### src/rtl/pat_slot_sched_pkg.sv
// Shared types and constants for the paddle-datapath slot scheduler.
package pat_slot_sched_pkg;

  typedef enum logic [2:0] {
    S_IDLE,
    S_INIT,
    S_ARB,
    S_FETCH,
    S_UPDATE,
    S_HALT
  } state_t;

  localparam int CODE_W_DEF  = 16;
  localparam int TIMEOUT_DEF = 8;

  localparam logic P0 = 1'b0;
  localparam logic P1 = 1'b1;

endpackage

### src/rtl/pat_slot_sched_rr_arb2.sv
// Two-way round-robin picker: on a tie the player that did not win last time is chosen.
module pat_slot_sched_rr_arb2
  import pat_slot_sched_pkg::*;
(
  input  logic [1:0] req,
  input  logic       last,
  output logic       gnt_vld,
  output logic       gnt_idx
);

  always_comb begin
    gnt_vld = |req;
    gnt_idx = P0;
    case (req)
      2'b01:   gnt_idx = P0;
      2'b10:   gnt_idx = P1;
      2'b11:   gnt_idx = ~last;
      default: gnt_idx = P0;
    endcase
  end

endmodule

### src/rtl/pat_slot_sched.sv
// Slot sequencer/arbiter for the shared paddle datapath: one code update per game tick.
// Optional stale-player watchdog with synthetic centred-paddle slots: define PAT_WATCHDOG_EN.
module pat_slot_sched
  import pat_slot_sched_pkg::*;
#(
  parameter int CODE_W  = CODE_W_DEF,
  parameter int TIMEOUT = TIMEOUT_DEF
) (
  input  logic              clk,
  input  logic              reset,
  input  logic              tick,
  input  logic              start,
  input  logic              brk,
  input  logic [1:0]        code_vld,
  input  logic [CODE_W-1:0] code0,
  input  logic [CODE_W-1:0] code1,
  output logic [1:0]        code_rdy,
  output logic              dp_init,
  output logic              dp_fetch,
  output logic              dp_update,
  output logic              dp_sel,
  output logic [CODE_W-1:0] dp_code,
  input  logic              dp_clear,
  input  logic              dp_stall,
  output logic              halted,
  output logic [1:0]        stale
);

  state_t     state, state_nxt;
  logic       last_grant;
  logic       brk_pend, brk_pend_nxt;
  logic       grant_now;
  logic [1:0] req_eff;
  logic [1:0] stale_int;
  logic       gnt_vld, gnt_idx;

  pat_slot_sched_rr_arb2 u_arb (
    .req     (req_eff),
    .last    (last_grant),
    .gnt_vld (gnt_vld),
    .gnt_idx (gnt_idx)
  );

  // A break seen during FETCH is remembered so UPDATE always follows FETCH.
  always_comb begin
    state_nxt    = state;
    brk_pend_nxt = 1'b0;
    grant_now    = 1'b0;
    case (state)
      S_IDLE: if (start) state_nxt = S_INIT;
      S_INIT: state_nxt = brk ? S_HALT : S_ARB;
      S_ARB: begin
        if (brk) begin
          state_nxt = S_HALT;
        end else if (dp_clear) begin
          state_nxt = S_INIT;
        end else if (tick && !dp_stall && gnt_vld) begin
          state_nxt = S_FETCH;
          grant_now = 1'b1;
        end
      end
      S_FETCH: begin
        state_nxt    = S_UPDATE;
        brk_pend_nxt = brk;
      end
      S_UPDATE: state_nxt = (brk || brk_pend) ? S_HALT : S_ARB;
      S_HALT:   if (start && !brk) state_nxt = S_INIT;
      default:  state_nxt = S_IDLE;
    endcase
  end

  always_ff @(posedge clk or posedge reset) begin
    if (reset) begin
      state      <= S_IDLE;
      brk_pend   <= 1'b0;
      last_grant <= P1;
      code_rdy   <= '0;
      dp_init    <= 1'b0;
      dp_fetch   <= 1'b0;
      dp_update  <= 1'b0;
      dp_sel     <= P0;
      dp_code    <= '0;
      halted     <= 1'b0;
    end else begin
      state     <= state_nxt;
      brk_pend  <= brk_pend_nxt;
      dp_init   <= (state_nxt == S_INIT);
      dp_fetch  <= (state_nxt == S_FETCH);
      dp_update <= (state_nxt == S_UPDATE);
      halted    <= (state_nxt == S_HALT);
      code_rdy  <= '0;
      if (grant_now) begin
        last_grant <= gnt_idx;
        dp_sel     <= gnt_idx;
        // A grant to a player without valid data is a synthetic centred-paddle slot.
        if (code_vld[gnt_idx]) begin
          dp_code           <= gnt_idx ? code1 : code0;
          code_rdy[gnt_idx] <= 1'b1;
        end else begin
          dp_code <= '0;
        end
      end
    end
  end

`ifdef PAT_WATCHDOG_EN
  localparam int CW = $clog2(TIMEOUT + 1);

  logic [CW-1:0] wd_cnt [2];

  always_ff @(posedge clk or posedge reset) begin
    if (reset) begin
      for (int i = 0; i < 2; i++) wd_cnt[i] <= '0;
    end else begin
      for (int i = 0; i < 2; i++) begin
        if (state == S_INIT || (code_rdy[i] && code_vld[i])) begin
          wd_cnt[i] <= '0;
        end else if (tick && wd_cnt[i] != CW'(TIMEOUT)) begin
          wd_cnt[i] <= wd_cnt[i] + CW'(1);
        end
      end
    end
  end

  always_comb begin
    for (int i = 0; i < 2; i++) stale_int[i] = (wd_cnt[i] == CW'(TIMEOUT));
  end

  assign req_eff = code_vld | stale_int;
`else
  logic unused_timeout;

  assign unused_timeout = (TIMEOUT != 0);
  assign stale_int      = '0;
  assign req_eff        = code_vld;
`endif

  assign stale = stale_int;

endmodule
### config.mk
export PLATFORM = sky130hd
export DESIGN_NAME = pat_slot_sched
export DESIGN_NICKNAME = d
export VERILOG_FILES = /design/src/rtl/pat_slot_sched_pkg.sv /design/src/rtl/pat_slot_sched_rr_arb2.sv /design/src/rtl/pat_slot_sched.sv
export SDC_FILE = /design/constraint.sdc
export NUM_CORES = 1
export LEC_CHECK = 0
export CORE_MARGIN = 2
export CORE_UTILIZATION = 40
export CTS_CLUSTER_SIZE = 8
export DETAILED_ROUTE_END_ITERATION = 10
export PLACE_DENSITY = 0.82
export SYNTH_ARGS = -nofsm -noshare
export SYNTH_HDL_FRONTEND = slang
export SYNTH_HIERARCHICAL = 1
export SYNTH_SLANG_ARGS = --single-unit
### constraint.sdc
create_clock -name clk -period 2.12 [get_ports clk]
set_clock_uncertainty 0.2 [all_clocks]
set_input_delay 0.53 -clock clk [delete_from_list [all_inputs] [get_ports clk]]
set_output_delay 0.53 -clock clk [all_outputs]
set_load 0.05 [all_outputs]
==> metrics.txt <==
outcome finished, final reports clean; Total GRT Usage 17.2%; min Tclk post-route 1.95 ns; FF/Latch Area 702 µm²; routability cong. 0.765; Multi-input gate area 616 µm²; Post-DP HPWL 2.78 mm; chip height 63.1 µm; Worst Hold Path Cells 2; Tot Pwr 1.75 mW; CP Capture Type register; Post-Place Worst Slack -0.173 ns; final WL 3.31 mm; clock buffer depth 2; Initial Util 41.9%; clock-pin slew on the worst setup and hold paths 0.14 ns; Post-synth ARST share 100%; Final WS setup 0.173 ns; Peak VDD IR 0.775 mV; share of the yosys chip area belonging to registers 50.2%; Skew-Pair Late Insertion Delay 0.32 ns; Placeable Area 0.00334 mm²; drt pass-1 iters 4; vias in the first global route 1290; CTS Sinks 28; cells after synthesis 122; Leak 1.01 nW; Cell Pwr Density 837 mW/mm²; post-synthesis cell type count 34; vias per cell 4.87; n_diodes 0; CTS hold repair buffers 0; Synth top area share 48.3%; Die X-Extent 63.1 µm; synth top area cells dfrtp_1 (48%), mux2i_1 (12%), o31ai_1 (7.0%), nand2_1 (4.3%), o31ai_2 (2.7%); Post-CTS Setup Inserts 0; CP Class input port to register; Fin Hold WS 0.292 ns; ANT nets after route 0; final hold violation count 0; nets@finish 232; initial antenna violation count 0; upper clock frequency limit 514 MHz; Util after Layout 62.8%; Area Growth Syn to Fin 49.7%; total gr overflow 0; DR iter-0 viols 22; path depth of the worst reg2reg path 4; Via Count 1150; R2R Setup Slk 0.38 ns; Syn Area/Cell 11.5 µm²; TritonCTS clock tree yes; share of cells above drive strength 1 27.4%; Final setup viols 0; Max FO, Critical Path 12; largest net degree at the start of global routing 21; min-delay src dp_code[5]; Post-synth top flop dfrtp_1; Synth Cell Area 0.00140 mm²; RR Endpoint dp_code[11]; number of remaining DRC errors 0; EDFF count, synth 0; WL per Instance 14.0 µm; min-delay worst type register to register; biggest area consumer among synthesized cells dfrtp_1; # fillers 273; flops & latches, synth 28; Synth warnings 6; arrival time at the worst endpoint 1.97 ns; post-cts resize count 0; Die ar. 0.00399 mm²; I/O pin count 66; RSZ-0062 raised after global routing false; fin. max-slew vios 0; I/O Buffers 63; Max-cap violations 0; Final Cycle Share 91.9%; crit path launch type input port; clk root buf clkbuf_4; Rows 21; Hold Path End dp_code[5]; r2r startpoint state[0]; Req. time, crit path 2.15 ns; CTS buffer count 3; first-pass GRT wire length 5.51 mm; H-tree Lvls 1
[cell usage after synthesis (2+ instances only)]
| cell | number |
|---|---|
| o31ai_2 | 3 |
| dfrtp_1 | 27 |
| inv_1 | 4 |
| mux2i_1 | 17 |
| a21oi_1 | 3 |
| o31ai_1 | 13 |
| buf_2 | 5 |
| buf_4 | 3 |
| and3b_1 | 2 |
| nor3_1 | 3 |
| or3b_2 | 2 |
| buf_6 | 2 |
| nand2_1 | 16 |
| mux2_2 | 2 |
[metrics by stage]
step | area [µm²] | TNS (ns) | std cells
2_1_floorplan | 1400 | 0 | 123
6_report | 2090 | 0 | 236
3_5_place_dp | 2060 | -2.20 | 232
3_3_place_gp | 2060 | -1.09 | 232
5_1_grt | 2090 | 0 | 236
4_1_cts | 2090 | 0 | 236
[final cells by class]
type,instances,share of cell area (%)
sequential,28,33.5
timing repair buffer,74,31.9
multi-input combinational,80,29.4
tap,46,2.75
clock buffer,4,1.73
inverter,4,0.717
[cell usage in the layout, fill, tap and decap left out, types with 2 or more instances in the layout]
cell / instances
a21oi_1: 3
and3b_1: 2
buf_4: 33
clkbuf_4: 3
clkdlybuf4s50_1: 40
conb_1: 2
dfrtp_1: 27
inv_1: 4
mux2_2: 2
mux2i_1: 17
nand2_1: 16
nor3_1: 3
o31ai_1: 13
o31ai_2: 3
or3b_2: 2
[flip-flops by register name, indices dropped and copies added, names as in the netlist]
signal	cells
dp_code	16
state	3
code_rdy	2
brk_pend	1
dp_fetch	1
dp_init	1
dp_sel	1
dp_update	1
halted	1
last_grant	1
[power breakdown]
group	internal [mW]	switching, mW	total [mW]
Clock	0.105	0.147	0.252
Sequential	0.636	0.103	0.739
Combinational	0.331	0.430	0.761
[layer usage]
metal  global-route usage [%]  up-vias  share of wire (%)
met1                     19.7      533                 40
met3                     4.29        4                7.2
met5                        0        -                  0
met4                     6.11        0               0.94
li1                         -      568                  -
met2                     30.9       45                 52
[worst max-delay path by stage]
stage	end	cells after the start	from	slack, ns
floorplan	dp_code[0]	4	code_vld[1]	0.25
global placement	dp_code[15]	6	code_vld[1]	-0.07
detailed placement	dp_code[11]	6	code_vld[1]	-0.17
CTS	dp_code[11]	6	code_vld[1]	0.18
global route	dp_code[13]	6	code_vld[1]	0.07
finish	dp_code[11]	6	code_vld[1]	0.17
[worst max-delay path, stage by stage]
cell and delay [ns]:
clkdlybuf4s50_1 0.49, or2_1 0.11, and3b_1 0.23, nand3_4 0.13, buf_4 0.21, o31ai_2 0.27
[cells by family (layout without fill, tap and decap cells)]
kind of cell             Yosys count  in the layout  synth area share [%]
AO/OA/AOI/OAI                     24             24                  13.9
other                              1              2                 0.268
multiplexers                      19             19                  13.8
AND/OR/NAND/NOR                   34             34                  14.8
flip-flops                        28             28                  50.2
adder cells (fa/ha/maj)            1              1                 0.805
buffers and inverters             15             82                  6.35
(Power assumes the default switching activity.)
